### config.mk
export PLATFORM = sky130hd
export DESIGN_NAME = alu_arbiter
export DESIGN_NICKNAME = d
export VERILOG_FILES = /design/src/rtl/alu_arb_pkg.sv /design/src/rtl/rr_arb2.sv /design/src/rtl/alu_arbiter.sv
export SDC_FILE = /design/constraint.sdc
export NUM_CORES = 1
export LEC_CHECK = 0
export CORE_MARGIN = 2
export CORE_UTILIZATION = 40
export DETAILED_ROUTE_END_ITERATION = 6
export HOLD_SLACK_MARGIN = 0.15
export PLACE_DENSITY = 0.75
export SYNTH_ARGS = -nofsm -noshare
export SYNTH_HDL_FRONTEND = slang
export SYNTH_SLANG_ARGS = --single-unit
### constraint.sdc
create_clock -name clk -period 2.74 [get_ports clk]
set_input_delay 0.274 -clock clk [delete_from_list [all_inputs] [get_ports clk]]
set_output_delay 0.274 -clock clk [all_outputs]
set_load 0.02 [all_outputs]
### src/rtl/alu_arb_pkg.sv
// ============================================================================
// Module : alu_arb_pkg
// Brief  : Shared types and field layout for the two-requester ALU arbiter.
// Rev    : 1.0 - initial release
// ============================================================================
`default_nettype none

package alu_arb_pkg;

  localparam int DATA_W     = 8;
  localparam int OPC_W      = 7;
  localparam int REG_SEL_HI = 6;
  localparam int REG_SEL_LO = 4;
  localparam int ALU_OP_HI  = 3;
  localparam int ALU_OP_LO  = 0;
  localparam int REG_SEL_W  = REG_SEL_HI - REG_SEL_LO + 1;
  localparam int ALU_OP_W   = ALU_OP_HI - ALU_OP_LO + 1;
  localparam int CNT_W      = 4;

  typedef enum logic [1:0] {
    ST_IDLE  = 2'd0,
    ST_ISSUE = 2'd1,
    ST_WAIT  = 2'd2
  } state_t;

  typedef struct packed {
    logic [DATA_W-1:0]    data;
    logic [REG_SEL_W-1:0] reg_sel;
    logic [ALU_OP_W-1:0]  alu_op;
    logic                 cin;
    logic                 cout;
    logic                 load;
  } cmd_t;

endpackage

`default_nettype wire

### src/rtl/rr_arb2.sv
// ============================================================================
// Module : rr_arb2
// Brief  : Two-way one-hot grant, round-robin or fixed priority to input 0.
// Rev    : 1.0 - initial release
// ============================================================================
`default_nettype none

module rr_arb2 #(
  parameter int ROUND_ROBIN = 1
) (
  input  logic [1:0] i_req,
  input  logic       i_last_grant,
  output logic [1:0] o_grant
);

  generate
    if (ROUND_ROBIN != 0) begin : g_rr
      // On a tie the requester that did not win last time takes the grant.
      always_comb begin
        o_grant = i_req;
        if (&i_req) begin
          o_grant = i_last_grant ? 2'b01 : 2'b10;
        end
      end
    end else begin : g_fixed
      logic w_unused_last;
      assign w_unused_last = i_last_grant;

      always_comb begin
        o_grant = i_req;
        if (i_req[0]) begin
          o_grant = 2'b01;
        end
      end
    end
  endgenerate

endmodule

`default_nettype wire

### src/rtl/alu_arbiter.sv
// ============================================================================
// Module : alu_arbiter
// Brief  : Serialises two requesters onto the ALU core command port and
//          returns one response per accepted command.
// Rev    : 1.0 - initial release
// ============================================================================
`default_nettype none

module alu_arbiter
  import alu_arb_pkg::*;
#(
  parameter int ROUND_ROBIN = 1,
  parameter int OP_LATENCY  = 2
) (
  input  logic              clk,
  input  logic              rst,
  input  logic              r0_valid,
  input  logic              r1_valid,
  output logic              r0_ready,
  output logic              r1_ready,
  input  logic [DATA_W-1:0] r0_data,
  input  logic [DATA_W-1:0] r1_data,
  input  logic [OPC_W-1:0]  r0_opcode,
  input  logic [OPC_W-1:0]  r1_opcode,
  input  logic              r0_cin,
  input  logic              r1_cin,
  input  logic              r0_cout,
  input  logic              r1_cout,
  input  logic              r0_load,
  input  logic              r1_load,
  output logic              r0_resp_valid,
  output logic              r1_resp_valid,
  output logic [DATA_W-1:0] r0_resp_data,
  output logic [DATA_W-1:0] r1_resp_data,
  output logic [DATA_W-1:0] core_data_in,
  output logic [OPC_W-1:0]  core_opcode,
  output logic              core_cin,
  output logic              core_cout,
  output logic              core_load,
  output logic              core_ce,
  input  logic [DATA_W-1:0] core_data_out,
  output logic              busy
);

  localparam logic [CNT_W-1:0] c_op_lat = CNT_W'(OP_LATENCY);

  state_t                       r_state;
  state_t                       w_next_state;
  logic [CNT_W-1:0]             r_cnt;
  logic                         r_owner;
  logic                         r_last_grant;
  logic                         r_ce;
  cmd_t                         r_cmd;
  cmd_t                         w_cmd;
  logic [1:0]                   w_grant;
  logic [1:0]                   w_xfer;
  logic [1:0]                   r_resp_valid;
  logic [1:0][DATA_W-1:0]       r_resp_data;

  rr_arb2 #(
    .ROUND_ROBIN (ROUND_ROBIN)
  ) u_arb (
    .i_req        ({r1_valid, r0_valid}),
    .i_last_grant (r_last_grant),
    .o_grant      (w_grant)
  );

  // Ready is gated by reset so nothing is offered while rst is held low.
  assign w_xfer = w_grant & {2{(r_state == ST_IDLE) && rst}};

  always_comb begin
    w_cmd = '0;
    if (w_grant[1]) begin
      w_cmd.data    = r1_data;
      w_cmd.reg_sel = r1_opcode[REG_SEL_HI:REG_SEL_LO];
      w_cmd.alu_op  = r1_opcode[ALU_OP_HI:ALU_OP_LO];
      w_cmd.cin     = r1_cin;
      w_cmd.cout    = r1_cout;
      w_cmd.load    = r1_load;
    end else begin
      w_cmd.data    = r0_data;
      w_cmd.reg_sel = r0_opcode[REG_SEL_HI:REG_SEL_LO];
      w_cmd.alu_op  = r0_opcode[ALU_OP_HI:ALU_OP_LO];
      w_cmd.cin     = r0_cin;
      w_cmd.cout    = r0_cout;
      w_cmd.load    = r0_load;
    end
  end

  always_comb begin
    w_next_state = r_state;
    case (r_state)
      ST_IDLE:  if (|w_xfer) w_next_state = ST_ISSUE;
      ST_ISSUE: w_next_state = r_cmd.load ? ST_IDLE : ST_WAIT;
      ST_WAIT:  if (r_cnt == CNT_W'(1)) w_next_state = ST_IDLE;
      default:  w_next_state = ST_IDLE;
    endcase
  end

  always_ff @(posedge clk or negedge rst) begin
    if (!rst) begin
      r_state      <= ST_IDLE;
      r_cnt        <= '0;
      r_owner      <= 1'b0;
      r_last_grant <= 1'b1;
      r_ce         <= 1'b0;
      r_cmd        <= '0;
      r_resp_valid <= '0;
      r_resp_data  <= '0;
    end else begin
      r_state      <= w_next_state;
      r_ce         <= 1'b0;
      r_resp_valid <= '0;
      case (r_state)
        ST_IDLE: begin
          if (|w_xfer) begin
            r_cmd        <= w_cmd;
            r_owner      <= w_xfer[1];
            r_last_grant <= w_xfer[1];
            r_ce         <= 1'b1;
          end
        end
        ST_ISSUE: begin
          if (r_cmd.load) begin
            r_resp_valid[r_owner] <= 1'b1;
            r_resp_data[r_owner]  <= r_cmd.data;
          end else begin
            r_cnt <= c_op_lat;
          end
        end
        ST_WAIT: begin
          r_cnt <= r_cnt - CNT_W'(1);
          // Last write-back cycle: core register 0 now holds the result.
          if (r_cnt == CNT_W'(1)) begin
            r_resp_valid[r_owner] <= 1'b1;
            r_resp_data[r_owner]  <= core_data_out;
          end
        end
        default: ;
      endcase
    end
  end

  assign r0_ready      = w_xfer[0];
  assign r1_ready      = w_xfer[1];
  assign r0_resp_valid = r_resp_valid[0];
  assign r1_resp_valid = r_resp_valid[1];
  assign r0_resp_data  = r_resp_data[0];
  assign r1_resp_data  = r_resp_data[1];
  assign core_data_in  = r_cmd.data;
  assign core_opcode   = {r_cmd.reg_sel, r_cmd.alu_op};
  assign core_cin      = r_cmd.cin;
  assign core_cout     = r_cmd.cout;
  assign core_load     = r_cmd.load;
  assign core_ce       = r_ce;
  assign busy          = (r_state != ST_IDLE);

endmodule

`default_nettype wire
==> results of run 1 <==
## synth_stat cells (all sizes together)
cell | n | area (sq um)
dfrtp | 44 | 1100
mux2 | 24 | 270
inv | 9 | 33.8
nand3 | 2 | 10.0
nand2 | 20 | 75.1
nor3 | 1 | 5.00
nor4bb | 1 | 10.0
and2 | 1 | 6.26
a21boi | 1 | 7.51
o211a | 1 | 10.0
nor2 | 4 | 15.0
ha | 5 | 62.6
a21o | 1 | 7.51
a211oi | 2 | 40.0
o21ai | 23 | 115
a22oi | 1 | 7.51
o2bb2ai | 1 | 8.76
o211ai | 1 | 7.51
nand2b | 1 | 6.26
or3b | 1 | 8.76
mux2i | 21 | 210
o31ai | 1 | 7.51
a21oi | 5 | 25.0
dfstp | 1 | 26.3
clkbuf | 7 | 26.3
and3b | 1 | 8.76
a311oi | 1 | 8.76
buf | 3 | 15.0
nand4 | 1 | 6.26
a32oi | 1 | 8.76
## registers in the layout (all words and copies together), names as in the netlist
name and cells:
core_data_in 8, core_cout 1, r1_resp_data 8, r_last_grant 1, r_resp_valid 2, core_load 1
r_cnt 4, r_owner 1, core_cin 1, r_state 2, core_opcode 7, core_ce 1
r0_resp_data 8
## where the power goes
group | switching [W] | internal, W
clock | 0.000226 | 0.000180
sequential | 0.000208 | 0.000953
combinational | 0.000842 | 0.000865
## stage by stage
stage	power, W	std cells	setup WS, ps	instance area (sq um)	hold WS (ps)
3_3_place_gp	0.00286	339	645	3110	325
3_5_place_dp	0.00289	339	605	3110	333
2_1_floorplan	0.00210	186	788	2150	-21.6
5_1_grt	0.00350	348	311	3210	522
6_report	0.00327	348	443	3210	483
4_1_cts	0.00331	348	443	3210	488
## worst paths after layout
check,startpoint,to,cells after the start
setup / recovery,r_state[1],r0_ready,5
hold / removal,core_opcode[2],core_opcode[2],2
setup reg to reg,r_cnt[1],r0_resp_data[1],5
hold reg to reg,core_opcode[2],core_opcode[2],2
max in group asynchronous,rst,r_last_grant,3
min in group asynchronous,rst,core_data_in[0],3
## layer usage
| layer | GRT usage | vias to the layer above | part of all wire |
|---|---|---|---|
| met5 | 0 | - | 0 |
| met4 | 0.0696 | 0 | 0.015 |
| met3 | 0.0616 | 7 | 0.089 |
| met2 | 0.282 | 65 | 0.46 |
| met1 | 0.231 | 777 | 0.44 |
| li1 | - | 834 | - |
## kinds of logic after synthesis
group	count (synthesis)	synth area share
AOI/OAI and AO/OA	39	0.118
adders and majority gates	5	0.0291
buffers and inverters	19	0.0349
muxes	45	0.223
DFF	45	0.524
and+or+nand+nor	33	0.0704
## what timing repair did
item | CTS | global route
hold buffers | 1 | 0
endpoints found under the setup margin | 0 | 0
hold endpoints to repair | 44 | 0
## cells in the final DEF (no fill, tap or decap), types with 4 or more instances in the layout
master	Yosys	layout
a21oi_1	5	5
buf_4	0	6
clkbuf_8	0	5
clkdlybuf4s50_1	0	86
dfrtp_1	44	44
ha_1	5	5
inv_1	9	9
mux2_2	23	23
mux2i_1	21	21
nand2_1	20	20
nor2_1	4	4
o21ai_0	23	23
## worst max-delay path: stages, from the launching register on
cell             delay [ps]
dfrtp_1                 400
inv_1                   100
ha_1                    290
nand3_1                 130
a21oi_1                 170
clkdlybuf4s50_1         630
## final cells by class
class                      instances  area, sq um
sequential                        45         1130
timing repair buffer              94          921
clock inverter                     2         15.0
tap                               70         87.6
fill                             466         1930
inverter                           9         33.8
clock buffer                       6         72.6
multi-input combinational        122          952
==> impl_results.md, run 1 <==
* Number of maximum-capacitance violations at 0
* Flop and latch count out of synthesis at 45
* Status: finished clean
* Setup violation total in the final timing report at 0
* Wire length of the first global-routing pass at between 8 and 9 mm
* Capturing element type of the critical path: output port
* # rows at 26
* DR WL/cell at around 14 um
* Number of buffers inserted by post-CTS setup repair at 0
* Later-pin clock latency in the skew report at ~300 ps
* RSZ-0062 raised after global routing: false
* Number of antenna repair diodes at 0
* Count of input and output buffers at between 80 and 90
* CTS Sinks at 45
* Leakage power total at 1.40 nW
* Total congestion overflow after global routing at 0
* Signal arrival time at the worst endpoint at 2020 ps
* Number of buffers on the longest clock path at 2
* Worst IR Drop VDD at between 0.7 and 0.8 mV
* Max-slew violations at 0
* Post-synth net total at 239
* Clock-pin slew on the worst setup and hold paths at roughly 80 ps
* Global routing usage summed across all routing layers at 0.180
* Post-cts resize count at 0
* Floorplan core area at 5140 sq um
* I/O pin total at just under 90
* Weighted congestion at the end of routability-driven global placement at between 0.8 and 0.9
* Class of the tightest hold or removal check: flop to flop
* Cell area after synthesis at between 2000 and 2500 sq um
* Largest net degree at the start of global routing at 40
* # DRC at 0
* Power per cell area at ~1000 nW/um^2
* Final Hold Vio Count at 0
* Achievable Freq at 0.435 GHz
* Die area at ~6000 sq um
* Share of the cycle needed by the critical path after routing at 0.838
* Clock tree from TritonCTS: done
* Slew Limit Headroom at 0.686
* Layout-stage area growth over the synthesis result at 49.2%
* Post-route minimum period at ~2300 ps
* Critical path required time at 2470 ps
* End-of-flow core utilization at 0.624
* TritonRoute pass-1 iters at 4
* Setup_tns at 0 ps
* Share of cells above drive strength 1 at 0.147
* Iter 0 DRT Violations at around 140
* Reg-to-reg slack, setup at between 500 and 600 ps
* Sequential-to-total area share from yosys stat at 0.524
* Synthesized area per cell at 11.6 sq um
* HPWL after detailed placement at ~3.8 mm
* X dimension of the die at around 77 um
* Effective utilization at floorplan at 0.418
* Mean number of vias per cell at approximately 4.8
* Maximum fanout along the worst path at 6
* Slew @ Worst Pin at roughly 460 ps
* Number of global-route vias before repair at between 1.5k and 2k
* Antenna violations before repair at 0
* Synthesized instance count at about 190
* DR vias at between 1.5k and 2k
* Inserted Clock Buffers at 5
* Final Net Count at 330
* Deepest level of the CTS H-tree at 2
* Chip Height at slightly below 80 um
* Cell at the root of the clock tree: clkbuf_8
* Kind of start point of the critical path: flop
* Warnings from Yosys at 0
* Total routed wirelength at between 4 and 5 mm
* Number of distinct library cell variants in the gate-level netlist after synthesis at 31
* Kind of critical path: flop to output port
* Setup clock skew after layout at about 6.0 ps
* Number of nets with antenna violations after routing at 0
Note: power is estimated with default switching activity, not from simulation.
==> run 2: changes to the inputs <==
==> constraint.sdc (replaced) <==
create_clock -name clk -period 2.2 [get_ports clk]
set_input_delay 0.22 -clock clk [delete_from_list [all_inputs] [get_ports clk]]
set_output_delay 0.22 -clock clk [all_outputs]
set_load 0.02 [all_outputs]
==> run 2 against run 1 <==
  * Sequential cell count did not move
  * Sequential share of layout area fell by 0.91 points
  * Core utilization rose by 1.7 points
  * Clock power rose by 57%
  * Highest routed layer unchanged
==> impl_results.md, run 2 (synthesized netlist as in run 1, its figures left out) <==
* Status: finished clean
* Kind of critical path: flop to flop
* Storage element area at 1130 sq um
* Internal portion of total power at ~0.0027 W
* DR vias at about 1.7k
* Number of global-route vias before repair at between 1.5k and 2k
* Part of the total power dissipated in sequential elements at 0.336
* Max-slew violations at 0
* X dimension of the die at between 70 and 80 um
* RSZ-0062 raised after global routing: false
* Final Hold Vio Count at 0
* Inserted Clock Buffers at 5
* TritonRoute pass-1 iters at 4
* Count of input and output buffers at between 80 and 90
* Global routing usage summed across all routing layers at 0.183
* Number of nets with antenna violations after routing at 0
* Number of maximum-capacitance violations at 0
* Leading cell type in the layout, fill and taps excluded: clkdlybuf4s50_1
* Crit path max-delay family: simple AND/OR/NAND/NOR gates
* Combined buffer and inverter count along the critical path at 2
* Share of total power in combinational logic at 0.516
* Startpoint of the most critical setup path: r_cnt[1]
* Largest stage delay on the critical path at around 480 ps
* Final cell area excluding filler cells at roughly 3300 sq um
* I/O pin total at 88
* Class of the tightest hold or removal check: input port to asynchronous set/reset pin
* Share of the cycle needed by the critical path after routing at 0.930
* Deepest level of the CTS H-tree at 2
* # rows at 26
* Power per cell area at about 1300 nW/um^2
* Slew Limit Headroom at 0.645
* Reg2Reg Launch Point: r_cnt[1]
* Final Net Count at approximately 330
* Final-layout fill cell count at 446
* Setup clock skew after layout at 12.6 ps
* Number of buffers on the longest clock path at 2
* Max layer used: met4
* Worst IR Drop VDD at around 0.75 mV
* Clock-pin slew on the worst setup and hold paths at ~100 ps
* # DRC at 0
* Switching power total at roughly 0.0016 W
* Mean number of vias per cell at around 4.9
* Die area at about 6000 sq um
* Later-pin clock latency in the skew report at around 300 ps
* Largest net degree at the start of global routing at between 40 and 50
* Effective utilization at floorplan at 0.418
* DR WL/cell at about 14 um
* Antenna violations before repair at 0
* Kind of start point of the critical path: flop
* Leakage power total at 1.47 nW
* Chip Height at roughly 77 um
* Number of antenna repair diodes at 0
* Critical path required time at between 2000 and 2500 ps
* Maximum fanout along the worst path at 8
* Area after detailed placement at around 3100 sq um
* Wire length of the first global-routing pass at approximately 8.7 mm
* Capturing element type of the critical path: flop
* HPWL after detailed placement at around 3.8 mm
* Share of cells above drive strength 1 at 0.161
* Signal arrival time at the worst endpoint at 2230 ps
* Setup violation total in the final timing report at 0
* End-of-flow core utilization at 0.641
* Critical path cell sequence: inv_1 -> ha_1 -> or3b_1 -> a211oi_4 -> buf_12 -> mux2_2
* Slew @ Worst Pin at between 500 and 600 ps
* Slowest CP cell: or3b_1
* Routed met1 length at ~2.3 mm
* Combined area of the multi-input logic cells at about 950 sq um
* Setup_tns at 0 ps
* Commonest cells after routing, fill and taps aside: 84 x clkdlybuf4s50_1, 44 x dfrtp_1, 23 x o21ai_0, 23 x mux2_2, 21 x mux2i_1
* Achievable Freq at 0.489 GHz
* Layout-stage area growth over the synthesis result at 53.2%
* Switching share of power at 0.379
* Floorplan core area at 5140 sq um
* Clock group share of total power at 0.149
* Post-route minimum period at around 2000 ps
* Iter 0 DRT Violations at 69
* CTS Sinks at 45
* Wire length on met3 at 367 um
* Met2 wire len at 2.38 mm
* Cell at the root of the clock tree: clkbuf_8
* Total routed wirelength at 5.07 mm
* Clock tree from TritonCTS: done
* Weighted congestion at the end of routability-driven global placement at between 0.7 and 0.8
* Total congestion overflow after global routing at 0
-- run 2: power by group through the flow --
stage	clock network, W	registers, W	logic [W]
2_1_floorplan	0	0.00177	0.000850
3_3_place_gp	0	0.00145	0.00213
3_5_place_dp	0	0.00145	0.00217
4_1_cts	0.000657	0.00144	0.00219
5_1_grt	0.000691	0.00149	0.00240
6_report	0.000639	0.00144	0.00222
-- run 2: per-stage QoR --
step	hold WS (ps)	std cells	worst slack, ps	total power, W
CTS	266	348	0.165	0.00429
detailed placement	49.1	339	36.7	0.00363
global route	257	350	76.7	0.00459
global placement	46.0	339	111	0.00358
finish	268	350	154	0.00430
floorplan	-75.6	186	248	0.00262
-- run 2: what timing repair did --
| action | 4_1_cts | 5_1_grt |
|---|---|---|
| resized for setup | 2 | 1 |
| pin swaps | 0 | 2 |
| buffers inserted | 0 | 2 |
| endpoints found under the setup margin | 2 | 17 |
| hold endpoints to repair | 44 | 0 |
| gates cloned | 0 | 0 |
| hold buffers | 1 | 0 |
-- run 2: metal layers --
metal / global-route usage / vias up
met3: 0.0593 / 5
met5: 0 / -
met1: 0.235 / 815
li1: - / 838
met4: 0.0375 / 0
met2: 0.304 / 63
-- run 2: worst register-to-register path: stages (launching register included) --
cell      delay, ps
dfrtp_1         400
inv_1           110
ha_1            170
or3b_1          480
a211oi_4        290
buf_12          160
mux2_2          320
-- run 2: worst paths after layout --
| check | slack (ps) | cells after the start | end |
|---|---|---|---|
| max | 150 | 6 | r0_resp_data[1] |
| min | 270 | 2 | r_resp_valid[0] |
| max reg2reg | 150 | 6 | r0_resp_data[1] |
| min reg2reg | 480 | 2 | core_opcode[3] |
| max in group asynchronous | 1190 | 3 | r_last_grant |
| min in group clk | 480 | 2 | core_opcode[3] |
-- run 2: final cells by class --
| class | instances | share of cell area |
|---|---|---|
| Tap cell | 70 | 0.0266 |
| Sequential cell | 45 | 0.342 |
| Clock inverter | 3 | 0.0144 |
| Clock buffer | 5 | 0.0209 |
| Multi-Input combinational cell | 122 | 0.290 |
| Timing Repair Buffer | 96 | 0.296 |
| Inverter | 9 | 0.0103 |
